## src/rtl/lc3_decode_stage.sv

```systemverilog
// LC-3 decode stage: registers the fetched instruction and next PC, and
// derives the execute / writeback / memory control words from the opcode.
module lc3_decode_stage #(
    parameter int INSTR_W = 16
) (
    input  logic               clock,
    input  logic               reset,
    input  logic               enable_decode,
    input  logic [INSTR_W-1:0] dout,
    input  logic [INSTR_W-1:0] npc_in,
    output logic [INSTR_W-1:0] instr_dout,
    output logic [INSTR_W-1:0] npc_out,
    output logic [5:0]         E_control_i,
    output logic [1:0]         W_control_i,
    output logic               Mem_control_i,
    output logic               inst_valid
);

    typedef enum logic [3:0] {
        OP_BR  = 4'b0000,
        OP_ADD = 4'b0001,
        OP_LD  = 4'b0010,
        OP_ST  = 4'b0011,
        OP_AND = 4'b0101,
        OP_LDR = 4'b0110,
        OP_STR = 4'b0111,
        OP_NOT = 4'b1001,
        OP_LDI = 4'b1010,
        OP_STI = 4'b1011,
        OP_JMP = 4'b1100,
        OP_LEA = 4'b1110
    } opcode_e;

    localparam logic [1:0] PC1_OFF11 = 2'b00;
    localparam logic [1:0] PC1_OFF9  = 2'b01;
    localparam logic [1:0] PC1_OFF6  = 2'b10;
    localparam logic [1:0] PC1_ZERO  = 2'b11;

    localparam logic [1:0] WB_ALU = 2'b00;
    localparam logic [1:0] WB_MEM = 2'b01;
    localparam logic [1:0] WB_PC  = 2'b10;

    logic [3:0] opcode;
    logic       imm_bit;

    logic [1:0] alu_control;
    logic [1:0] pcselect1;
    logic       pcselect2;
    logic       op2select;
    logic [1:0] w_dec;
    logic       m_dec;
    logic       v_dec;

    logic [INSTR_W-1:0] instr_d, instr_q;
    logic [INSTR_W-1:0] npc_d,   npc_q;
    logic [5:0]         e_ctrl_d, e_ctrl_q;
    logic [1:0]         w_ctrl_d, w_ctrl_q;
    logic               m_ctrl_d, m_ctrl_q;
    logic               valid_d,  valid_q;

    assign opcode  = dout[15:12];
    assign imm_bit = dout[5];

    // Control fields not used by an opcode stay at their zero defaults.
    always_comb begin
        alu_control = 2'b00;
        pcselect1   = PC1_OFF11;
        pcselect2   = 1'b0;
        op2select   = 1'b0;
        w_dec       = WB_ALU;
        m_dec       = 1'b0;
        v_dec       = 1'b1;
        case (opcode)
            OP_ADD: begin
                alu_control = 2'b00;
                op2select   = ~imm_bit;
            end
            OP_AND: begin
                alu_control = 2'b01;
                op2select   = ~imm_bit;
            end
            OP_NOT: begin
                alu_control = 2'b10;
                op2select   = 1'b1;
            end
            OP_BR: begin
                pcselect1 = PC1_OFF9;
                pcselect2 = 1'b1;
            end
            OP_JMP: begin
                pcselect1 = PC1_ZERO;
                pcselect2 = 1'b0;
            end
            OP_LD: begin
                pcselect1 = PC1_OFF9;
                pcselect2 = 1'b1;
                w_dec     = WB_MEM;
            end
            OP_LDR: begin
                pcselect1 = PC1_OFF6;
                pcselect2 = 1'b0;
                w_dec     = WB_MEM;
            end
            OP_LDI: begin
                pcselect1 = PC1_OFF9;
                pcselect2 = 1'b1;
                w_dec     = WB_MEM;
                m_dec     = 1'b1;
            end
            OP_LEA: begin
                pcselect1 = PC1_OFF9;
                pcselect2 = 1'b1;
                w_dec     = WB_PC;
            end
            OP_ST: begin
                pcselect1 = PC1_OFF9;
                pcselect2 = 1'b1;
            end
            OP_STR: begin
                pcselect1 = PC1_OFF6;
                pcselect2 = 1'b0;
            end
            OP_STI: begin
                pcselect1 = PC1_OFF9;
                pcselect2 = 1'b1;
                m_dec     = 1'b1;
            end
            default: begin
                v_dec = 1'b0;
            end
        endcase
    end

    // Hold everything while the controller stalls decode.
    always_comb begin
        instr_d  = instr_q;
        npc_d    = npc_q;
        e_ctrl_d = e_ctrl_q;
        w_ctrl_d = w_ctrl_q;
        m_ctrl_d = m_ctrl_q;
        valid_d  = valid_q;
        if (enable_decode) begin
            instr_d  = dout;
            npc_d    = npc_in;
            e_ctrl_d = {alu_control, pcselect1, pcselect2, op2select};
            w_ctrl_d = w_dec;
            m_ctrl_d = m_dec;
            valid_d  = v_dec;
        end
    end

    always_ff @(posedge clock or negedge reset) begin
        if (!reset) begin
            instr_q  <= '0;
            npc_q    <= '0;
            e_ctrl_q <= '0;
            w_ctrl_q <= '0;
            m_ctrl_q <= 1'b0;
            valid_q  <= 1'b0;
        end else begin
            instr_q  <= instr_d;
            npc_q    <= npc_d;
            e_ctrl_q <= e_ctrl_d;
            w_ctrl_q <= w_ctrl_d;
            m_ctrl_q <= m_ctrl_d;
            valid_q  <= valid_d;
        end
    end

    assign instr_dout    = instr_q;
    assign npc_out       = npc_q;
    assign E_control_i   = e_ctrl_q;
    assign W_control_i   = w_ctrl_q;
    assign Mem_control_i = m_ctrl_q;
    assign inst_valid    = valid_q;

endmodule

```

## config.mk

```make
export PLATFORM = sky130hd
export DESIGN_NAME = lc3_decode_stage
export DESIGN_NICKNAME = d
export VERILOG_FILES = /design/src/rtl/lc3_decode_stage.sv
export SDC_FILE = /design/constraint.sdc
export NUM_CORES = 1
export LEC_CHECK = 0
export ABC_AREA = 1
export CORE_ASPECT_RATIO = 1.75
export CORE_UTILIZATION = 41
export CTS_CLUSTER_DIAMETER = 50
export DETAILED_ROUTE_END_ITERATION = 8
export MAX_ROUTING_LAYER = met4
export PLACE_DENSITY_LB_ADDON = 0.25
export SYNTH_ARGS = -nofsm -noshare
export SYNTH_HDL_FRONTEND = slang
export SYNTH_SLANG_ARGS = --single-unit
export TNS_END_PERCENT = 1
```

## constraint.sdc

```tcl
create_clock -name clock -period 0.8 [get_ports clock]
set_input_delay 0.16 -clock clock [delete_from_list [all_inputs] [get_ports clock]]
set_output_delay 0.16 -clock clock [all_outputs]
set_load 0.02 [all_outputs]
```

==> metrics.md <==
| Metric | Value |
|---|---|
| Status | complete, but fails checks |
| Failing checks | setup timing |
| Bufs and invs on worst path | 1 |
| CP startpoint kind | flop |
| Max-cap check violation count | 0 |
| Worst VDD drop | 1370 uV |
| Fin nets | 321 |
| Vias in the first global route | 1494 |
| Slew Limit Fails | 0 |
| IO Pins | 77 |
| Worst min path class | in2async |
| Total grt overflow | 0 |
| Port bufs | 76 |
| Final period util | 1.24 |
| Drt wl/cell | 12.4 um |
| Commonest non-fill, non-tap cells in the layout | nand2_1, dfrtp_1, clkdlybuf4s50_1, buf_2, buf_6 |
| Crit path largest cell delay | a little over 0.4 ns |
| GPL Wtd Cong | 0.747 |
| Vias per cell | 4.58 |
| DRC | 0 |
| Setup violations, final | 42 |
| Worst setup margin | -0.194 ns |
| Detailed placement HPWL | 2.89 mm |
| Worst slew pin tran | 0.260 ns |
| Reg-to-reg startpoint | npc_out[8] |
| Share of layout cells above drive strength 1 | 0.247 |
| Syn avg cell area | 8.71 um^2 |
| Fin crit period | 0.994 ns |
| 1st-iter DRT viols | 13 |
| Total negative slack | -7.75 ns |
| Mapped Cells | 191 |
| CP Data Arrival Time | 0.83 ns |
| CP required | 0.64 ns |
| Final worst hold slack | around 0.37 ns |
| Reg2reg setup slack | about 0.05 ns |
| Clk pin slew, worst setup/hold paths | 0.08 ns |
| R2r worst-path depth | 3 |
| #FFs+latches synth | 42 |
| Row cnt | 30 |
| CTS tree | built |
| Largest net degree at the start of global routing | 43 |
| CTS Buffer Depth | 2 |
| First-pass GRT wire length | 6.82 mm |
| Clock root buffer | clkbuf_8 |
| Initial Util | 0.430 |
| Total GRT Usage | 0.215 |
| Slowest stage cell, crit path | dfrtp_1 |
| Area growth syn-to-layout | 59.2% |
| DRT antenna net count | 0 |
| Post-synth net total | 226 |
| Core ar. | between 0.003 and 0.004 mm^2 |
| CP endpoint kind | output pin |
| Tot Pwr | 5.16 mW |
| Vias | 1534 |
| Clk sinks | 42 |
| Crit path max fanout | 2 |
| Cell Chain, Critical Path | buf_6 |
| Final instance area | 0.00265 mm^2 |
| Max Freq | 1010 MHz |
| Mapped Area | 0.00166 mm^2 |
| Reg-to-Reg End | npc_out[8] |
| Htree depth | 2 |
| Clock skew | 0 ns |
| RSZ-0062 raised after global routing | yes |
| Initial antenna violation count | 0 |
| CP top delay family | flip-flops |
| Register area share after synthesis | 0.632 |
| Pwr/cell area | between 1500 and 2000 mW/mm^2 |
| Die Ht | between 80 and 90 um |
| Total wire length | 4.14 mm |
| CTS buffer count | 5 |
| Initial DRT Pass Iterations | 4 |
| YS warnings | 0 |
| Cell Area, Placed | between 0.002 and 0.003 mm^2 |
| Clock latency on the worst-skew pair | between 0.2 and 0.3 ns |
| N_diodes | 0 |
| Critical path type | reg2out |
| Die Width | 50.2 um |
| Slew HR | 0.827 |
| Final-report hold violation count | 0 |
| LEAKAGE | 1.43 nW |
| Most common cell after layout, fill and taps aside | nand2_1 |
| Die area | 0.00433 mm^2 |
| Yosys cell types | 13 |
## area by class of cell
cell class                      count  area [um^2]
Fill cell                         341         1220
Sequential cell                    42         1050
Timing Repair Buffer               96          873
Multi-Input combinational cell    136          539
Clock buffer                        7         76.3
Tap cell                           48         60.1
Clock inverter                      1         30.0
Inverter                            5         18.8
## worst register-to-register path, delay by kind of cell, from the launching register on
kind | cells | cell delay (ns)
buffers and inverters | 1 | 0.14
and+or+nand+nor | 2 | 0.11
DFF | 1 | 0.40
## metal layers
layer / vias to the layer above / wire, um / track usage
li1: 770 / - / -
met4: 0 / 104 / 0.0961
met1: 696 / 1620 / 0.252
met5: - / 0 / -
met2: 59 / 2220 / 0.356
met3: 9 / 194 / 0.0368
## Yosys cell counts
| master | number | area (um^2) |
|---|---|---|
| inv_2 | 2 | 7.51 |
| inv_1 | 3 | 11.3 |
| buf_2 | 5 | 25.0 |
| dfrtp_1 | 42 | 1050 |
| o21a_1 | 1 | 7.51 |
| nor2_1 | 4 | 15.0 |
| a21oi_1 | 2 | 10.0 |
| nand3_2 | 1 | 10.0 |
| nand3_1 | 5 | 25.0 |
| nand2_1 | 115 | 432 |
| o21ai_1 | 8 | 40.0 |
| buf_6 | 2 | 22.5 |
| buf_4 | 1 | 7.51 |
## kinds of logic after synthesis
kind of cell           Yosys count  share of synthesized area
AO/OA/AOI/OAI                   11                     0.0346
buffers and inverters           13                     0.0444
flip-flops                      42                      0.632
AND/OR/NAND/NOR                125                      0.289
## sequential cells by signal (all words and copies together), names as in the netlist
register,count
inst_valid,1
instr_dout,16
W_control_i,2
E_control_i,6
npc_out,16
Mem_control_i,1
## worst max path at each step
stage / end / slack, ns / from / cells past startpoint
6_report: instr_dout[12] / -0.19 / instr_dout[12] / 1
5_1_grt: E_control_i[4] / -0.23 / E_control_i[4] / 1
4_1_cts: instr_dout[12] / -0.20 / instr_dout[12] / 1
3_5_place_dp: W_control_i[0] / -0.44 / dout[13] / 5
3_3_place_gp: W_control_i[0] / -0.44 / dout[13] / 5
2_1_floorplan: E_control_i[2] / 0.11 / E_control_i[2] / 2
## report_power, final
group          switching (mW)  internal (mW)
registers               0.105           2.30
logic                   0.591          0.548
clock network           0.684          0.934
total                    1.38           3.78
## metrics by stage
step / instances / utilization / worst slack [ns]
after floorplan: 191 / - / 0.105
after global placement: 320 / 0.672 / -0.439
after detailed placement: 320 / 0.672 / -0.442
after CTS: 331 / 0.668 / -0.202
after global routing: 335 / 0.685 / -0.229
final: 335 / 0.685 / -0.194
## timing repair
| action | 4_1_cts | 5_1_grt |
|---|---|---|
| buffers inserted | 2 | 4 |
| pin swaps | 0 | 1 |
| resized for setup | 195 | 12 |
| setup endpoints to repair | 84 | 43 |
| endpoints found under the hold margin | 42 | 0 |
| hold buffers | 1 | 0 |
Power figures use the tool's default switching activity.
